==> src/rtl/rf_move_ctrl_pkg.sv <==
// Shared encodings and default widths for the register-file move sequencer.
package rf_move_ctrl_pkg;

   localparam int unsigned BW_DATA_DEF = 16;
   localparam int unsigned BW_ADDR_DEF = 4;

   typedef enum logic {
      OP_COPY = 1'b0,
      OP_FILL = 1'b1
   } op_e;

   typedef enum logic [1:0] {
      S_IDLE = 2'd0,
      S_RD   = 2'd1,
      S_WR   = 2'd2,
      S_DONE = 2'd3
   } state_e;

endpackage

==> src/rtl/rf_move_agu.sv <==
// Address generator: latches bases/length, picks copy direction, steps pointers.
module rf_move_agu
   import rf_move_ctrl_pkg::*;
#(
   parameter int unsigned BW_ADDR = BW_ADDR_DEF
) (
   input  logic               clk,
   input  logic               rst,
   input  logic               load,
   input  logic               advance,
   input  op_e                op,
   input  logic [BW_ADDR-1:0] src,
   input  logic [BW_ADDR-1:0] dst,
   input  logic [BW_ADDR:0]   len,
   output logic [BW_ADDR-1:0] src_ptr,
   output logic [BW_ADDR-1:0] dst_ptr,
   output logic               last_c
);

   localparam int unsigned   DEPTH   = 2 ** BW_ADDR;
   localparam logic [BW_ADDR:0] DEPTH_L = (BW_ADDR + 1)'(DEPTH);

   logic [BW_ADDR:0]   eff_len;
   logic [BW_ADDR-1:0] off;
   logic [BW_ADDR-1:0] span;
   logic               desc;
   logic               desc_q;
   logic [BW_ADDR:0]   rem_q;

   // Descending order only when the destination window starts inside the source window.
   always_comb begin
      eff_len = (len > DEPTH_L) ? DEPTH_L : len;
      off     = dst - src;
      span    = BW_ADDR'(eff_len - (BW_ADDR + 1)'(1));
      desc    = (op == OP_COPY) && (off != '0) && ({1'b0, off} < eff_len);
   end

   always_ff @(posedge clk or posedge rst) begin
      if (rst) begin
         src_ptr <= '0;
         dst_ptr <= '0;
         rem_q   <= '0;
         desc_q  <= 1'b0;
      end else if (load) begin
         src_ptr <= desc ? src + span : src;
         dst_ptr <= desc ? dst + span : dst;
         rem_q   <= eff_len;
         desc_q  <= desc;
      end else if (advance) begin
         src_ptr <= desc_q ? src_ptr - BW_ADDR'(1) : src_ptr + BW_ADDR'(1);
         dst_ptr <= desc_q ? dst_ptr - BW_ADDR'(1) : dst_ptr + BW_ADDR'(1);
         rem_q   <= rem_q - (BW_ADDR + 1)'(1);
      end
   end

   assign last_c = (rem_q == (BW_ADDR + 1)'(1));

endmodule

==> src/rtl/rf_move_ctrl.sv <==
// Block COPY / FILL sequencer owning the register-file write port and read port 0.
module rf_move_ctrl
   import rf_move_ctrl_pkg::*;
#(
   parameter int unsigned BW_DATA = BW_DATA_DEF,
   parameter int unsigned BW_ADDR = BW_ADDR_DEF
) (
   input  logic               i_clk,
   input  logic               i_rst,
   input  logic               i_cmd_valid,
   output logic               o_cmd_ready,
   input  logic               i_cmd_op,
   input  logic [BW_ADDR-1:0] i_cmd_src,
   input  logic [BW_ADDR-1:0] i_cmd_dst,
   input  logic [BW_ADDR:0]   i_cmd_len,
   input  logic [BW_DATA-1:0] i_cmd_data,
   output logic               o_busy,
   output logic               o_done,
   output logic [BW_ADDR-1:0] o_rf_rd_addr0,
   input  logic [BW_DATA-1:0] i_rf_rd_data0,
   output logic [BW_ADDR-1:0] o_rf_wr_addr,
   output logic [BW_DATA-1:0] o_rf_wr_data,
   output logic               o_rf_wr_en
);

   state_e             state_q, state_d;
   op_e                op_q;
   logic [BW_DATA-1:0] data_q;
   logic [BW_ADDR-1:0] rd_hold_q;
   logic [BW_ADDR-1:0] src_ptr;
   logic [BW_ADDR-1:0] dst_ptr;
   logic               last_c;
   logic               load;
   logic               advance;

   rf_move_agu #(.BW_ADDR(BW_ADDR)) u_agu (
      .clk     (i_clk),
      .rst     (i_rst),
      .load    (load),
      .advance (advance),
      .op      (op_e'(i_cmd_op)),
      .src     (i_cmd_src),
      .dst     (i_cmd_dst),
      .len     (i_cmd_len),
      .src_ptr (src_ptr),
      .dst_ptr (dst_ptr),
      .last_c  (last_c)
   );

   always_ff @(posedge i_clk or posedge i_rst) begin
      if (i_rst) state_q <= S_IDLE;
      else       state_q <= state_d;
   end

   always_comb begin
      state_d = state_q;
      load    = 1'b0;
      advance = 1'b0;
      case (state_q)
         S_IDLE: begin
            if (i_cmd_valid) begin
               load = 1'b1;
               if (i_cmd_len == '0)                  state_d = S_DONE;
               else if (op_e'(i_cmd_op) == OP_FILL)  state_d = S_WR;
               else                                  state_d = S_RD;
            end
         end
         S_RD: state_d = S_WR;
         S_WR: begin
            advance = 1'b1;
            if (last_c)                state_d = S_DONE;
            else if (op_q == OP_FILL)  state_d = S_WR;
            else                       state_d = S_RD;
         end
         S_DONE:  state_d = S_IDLE;
         default: state_d = S_IDLE;
      endcase
   end

   // Data register holds the fill value, or the element just read for a copy.
   always_ff @(posedge i_clk or posedge i_rst) begin
      if (i_rst) begin
         op_q      <= OP_COPY;
         data_q    <= '0;
         rd_hold_q <= '0;
      end else begin
         if (load) begin
            op_q   <= op_e'(i_cmd_op);
            data_q <= i_cmd_data;
         end
         if (state_q == S_RD) begin
            data_q    <= i_rf_rd_data0;
            rd_hold_q <= src_ptr;
         end
      end
   end

   assign o_cmd_ready   = (state_q == S_IDLE);
   assign o_busy        = (state_q == S_RD) || (state_q == S_WR);
   assign o_done        = (state_q == S_DONE);
   assign o_rf_wr_en    = (state_q == S_WR);
   assign o_rf_rd_addr0 = (state_q == S_RD) ? src_ptr : rd_hold_q;
   assign o_rf_wr_addr  = dst_ptr;
   assign o_rf_wr_data  = data_q;

endmodule
==> config.mk <==
export PLATFORM = sky130hd
export DESIGN_NAME = rf_move_ctrl
export DESIGN_NICKNAME = d
export VERILOG_FILES = /design/src/rtl/rf_move_ctrl_pkg.sv /design/src/rtl/rf_move_agu.sv /design/src/rtl/rf_move_ctrl.sv
export SDC_FILE = /design/constraint.sdc
export NUM_CORES = 1
export LEC_CHECK = 0
export ABC_CLOCK_PERIOD_IN_PS = 6220
export CAP_MARGIN = 40
export CORE_ASPECT_RATIO = 0.9
export CORE_MARGIN = 1
export CORE_UTILIZATION = 35
export CTS_CLUSTER_SIZE = 25
export DETAILED_ROUTE_END_ITERATION = 10
export GPL_ROUTABILITY_DRIVEN = 0
export PLACE_DENSITY = 0.66
export SLEW_MARGIN = 10
export SYNTH_ARGS = -nofsm -noshare
export SYNTH_HDL_FRONTEND = slang
export SYNTH_SLANG_ARGS = --single-unit
==> constraint.sdc <==
create_clock -name i_clk -period 6.22 [get_ports i_clk]
set_clock_uncertainty 0.2 [all_clocks]
set_input_delay 1.555 -clock i_clk [delete_from_list [all_inputs] [get_ports i_clk]]
set_output_delay 1.555 -clock i_clk [all_outputs]
set_load 0.05 [all_outputs]
==> flow_metrics.tcl <==
set metrics [dict create \
    firstDrtPassIters 5 \
    coreArea_sq_um 6730 \
    ant_nets 0 \
    grt_first_pass_wirelength_um 9970 \
    cts_buffer_depth 2 \
    peakVddDrop_uv 331 \
    syn_area_sq_um 2500 \
    grt_pass1_vias 2017 \
    setup_viol 0 \
    yosys_warnings 0 \
    fin_nets 412 \
    die_y_um 82.2 \
    die_w_um 91.2 \
    pwr-share-comb_pct 64.3 \
    postCtsSetupBuffers 0 \
    area_delta_synth_final_pct 37.1 \
    hpwl_um 4880 \
    grt_start_max_net_pins 38 \
    seq_power_share_pct 25.7 \
    final_cell_mix "clkdlybuf4s50_1 (76), dfrtp_1 (37), o21ai_0 (32)" \
    syn-mean-instance-area_sq_um 9.48 \
    clk_pin_slew_ns 0.08 \
    start_util_pct 37.2 \
    cts_tree "built" \
    antenna_cells 0 \
    htreeDepth 2 \
    p_leak_nw 1.49 \
    cts_hold_buf 0 \
    dieArea_sq_um 7500 \
    worstSetupEndpointType "flop" \
    port_buffers 76 \
    drt-total-wl_um 6400 \
    fin_crit_sh_pct 75.4 \
    clk_latency_ns 0.29 \
    track_usage_pct 16.8 \
    syn_inst 264 \
    clock_power_share_pct 10.0 \
    maxCapViolCount 0 \
    slew_headroom_pct 43.0 \
    critical_path_class "input port to flop" \
    layout-drive-gt1-share_pct 4.75 \
    synth_fp_nets 339 \
    ys_ff_latch 37 \
    crit_arrival_ns 4.70 \
    fin_crit_ns 4.69 \
    nFillCells 631 \
    num_io_pins 77 \
    timing_hold_violations_final 0 \
    stdcell_area_sq_um 3430 \
    critPathRequiredTime_ns 6.22 \
    fmax_mhz 213 \
    overflow 0 \
    ys_seq_area_share_pct 37.0 \
    path_max_fanout 11 \
    mostFrequentLayoutCell "clkdlybuf4s50_1" \
    post_drt_wl_per_cell_um 15.0 \
    status "finished, final reports clean" \
    cts_root_buf "clkbuf_8" \
    worst_pin_slew_ns 0.856 \
    num_rows 28 \
    report.final.slew_viol_count 0 \
    clock_sinks 37 \
    rsz0062_at_grt "false" \
    start_kind "input port" \
    placed_cell_area_sq_um 3340 \
    antenna_found_initial 0 \
    routed-via-count 2166 \
    hold_class "flop to flop" \
    switching_share_pct 49.9 \
    netlist-cell-type-count 36 \
    drc_errors 0 \
    fin_setup_tns_ns 0 \
    cts_resized 0 \
    dp_cells 420 \
    drtIter0Drc 111 \
    instances_no_fill 427 \
    numCtsBuffers 5 \
    p_int_mw 0.889 \
    power.switching_mw 0.885 \
    vias_per_cell 5.07 \
    p_per_area_nw_per_um2 517 \
]
cells by family (layout without fill, tap and decap cells):
logic type,count (synthesis),in the layout,share of synthesized area [%]
flops,37,37,37.0
mux,23,23,9.40
xor+xnor,15,15,5.25
fa+ha+maj,26,26,14.5
compound gates,74,74,17.6
simple gates,58,58,11.3
buf+inv,31,104,4.95
power groups by stage:
stage               registers [mW]  clock network [mW]  logic, mW
global route                 0.473               0.190       1.24
CTS                          0.457               0.181       1.15
finish                       0.456               0.177       1.14
detailed placement           0.459                   0       1.15
floorplan                    0.669                   0      0.594
global placement             0.457                   0       1.13
worst paths after layout:
path	startpoint	to	slack [ns]	cells past startpoint
min in group asynchronous	i_rst	o_rf_wr_data[10]	1.48	3
min reg2reg	rd_hold_q[2]	rd_hold_q[2]	0.30	1
min	rd_hold_q[2]	rd_hold_q[2]	0.30	1
max reg2reg	state_q[0]	u_agu.src_ptr[3]	3.87	7
max in group asynchronous	i_rst	u_agu.dst_ptr[1]	3.99	3
max	i_cmd_src[2]	u_agu.dst_ptr[3]	1.53	12
sequential cells by signal, indices dropped and copies added (netlist names):
| register | count |
|---|---|
| u_agu.rem_q | 5 |
| u_agu.desc_q | 1 |
| u_agu.src_ptr | 4 |
| state_q | 2 |
| rd_hold_q | 4 |
| o_rf_wr_data | 16 |
| u_agu.dst_ptr | 4 |
| op_q | 1 |
cell usage after synthesis:
library cell	count	share of area, %
and2_1	2	0.50
and2b_1	1	0.30
nand3b_1	2	0.60
fa_1	5	4.0
ha_1	21	10
nand3_1	5	1.0
and3_4	1	0.45
nand4_1	2	0.50
o31ai_1	6	1.8
xor2_1	7	2.4
o22ai_1	3	0.75
clkbuf_1	12	1.8
xnor2_1	8	2.8
o21ai_0	32	6.4
o221ai_1	1	0.35
mux2_2	4	1.8
buf_6	1	0.45
inv_2	1	0.15
a31oi_1	6	1.5
a21oi_1	12	2.4
nor4b_1	2	0.70
nor3_1	3	0.60
or3_1	1	0.25
a311o_1	1	0.40
dfrtp_1	37	37
a22oi_1	5	1.5
mux2i_1	19	7.6
nand2_1	30	4.5
nand2b_1	1	0.25
o2111ai_1	1	0.35
or4_1	2	0.60
inv_1	17	2.5
a21o_1	6	1.8
a311oi_1	1	0.35
and3_1	2	0.50
nor2_1	4	0.60
stage by stage:
step	utilization (%)	setup WS [ns]	power [mW]	hold WS, ns
2_1_floorplan	-	2.04	1.26	0.321
3_3_place_gp	49.7	1.39	1.58	0.281
3_5_place_dp	49.7	1.28	1.61	0.285
4_1_cts	51.0	1.57	1.79	0.305
5_1_grt	51.0	1.38	1.90	0.315
6_report	51.0	1.53	1.77	0.300
metal layers:
layer,track usage [%],wire [um]
met1,23.8,3060
met2,27.5,3120
met3,2.20,157
met4,4.13,69
met5,0,0
final cells by class:
cell class | count | area (sq um) | share of cell area (%)
Clock buffer | 6 | 82.6 | 2.41
Clock inverter | 1 | 7.51 | 0.219
Inverter | 18 | 67.6 | 1.97
Multi-Input combinational cell | 196 | 1450 | 42.3
Sequential cell | 37 | 926 | 27.0
Tap cell | 90 | 113 | 3.28
Timing Repair Buffer | 79 | 783 | 22.8
critical path, cell delays in order:
cell and delay [ns]:
clkdlybuf4s50_1 0.51, inv_1 0.06, ha_1 0.33, a21oi_1 0.19
nand3_1 0.15, and2_1 0.19, ha_1 0.31, a21oi_1 0.15
nor2_1 0.07, a311o_1 0.46, or4_1 0.54, a31oi_1 0.18
Power figures use the tool's default switching activity.
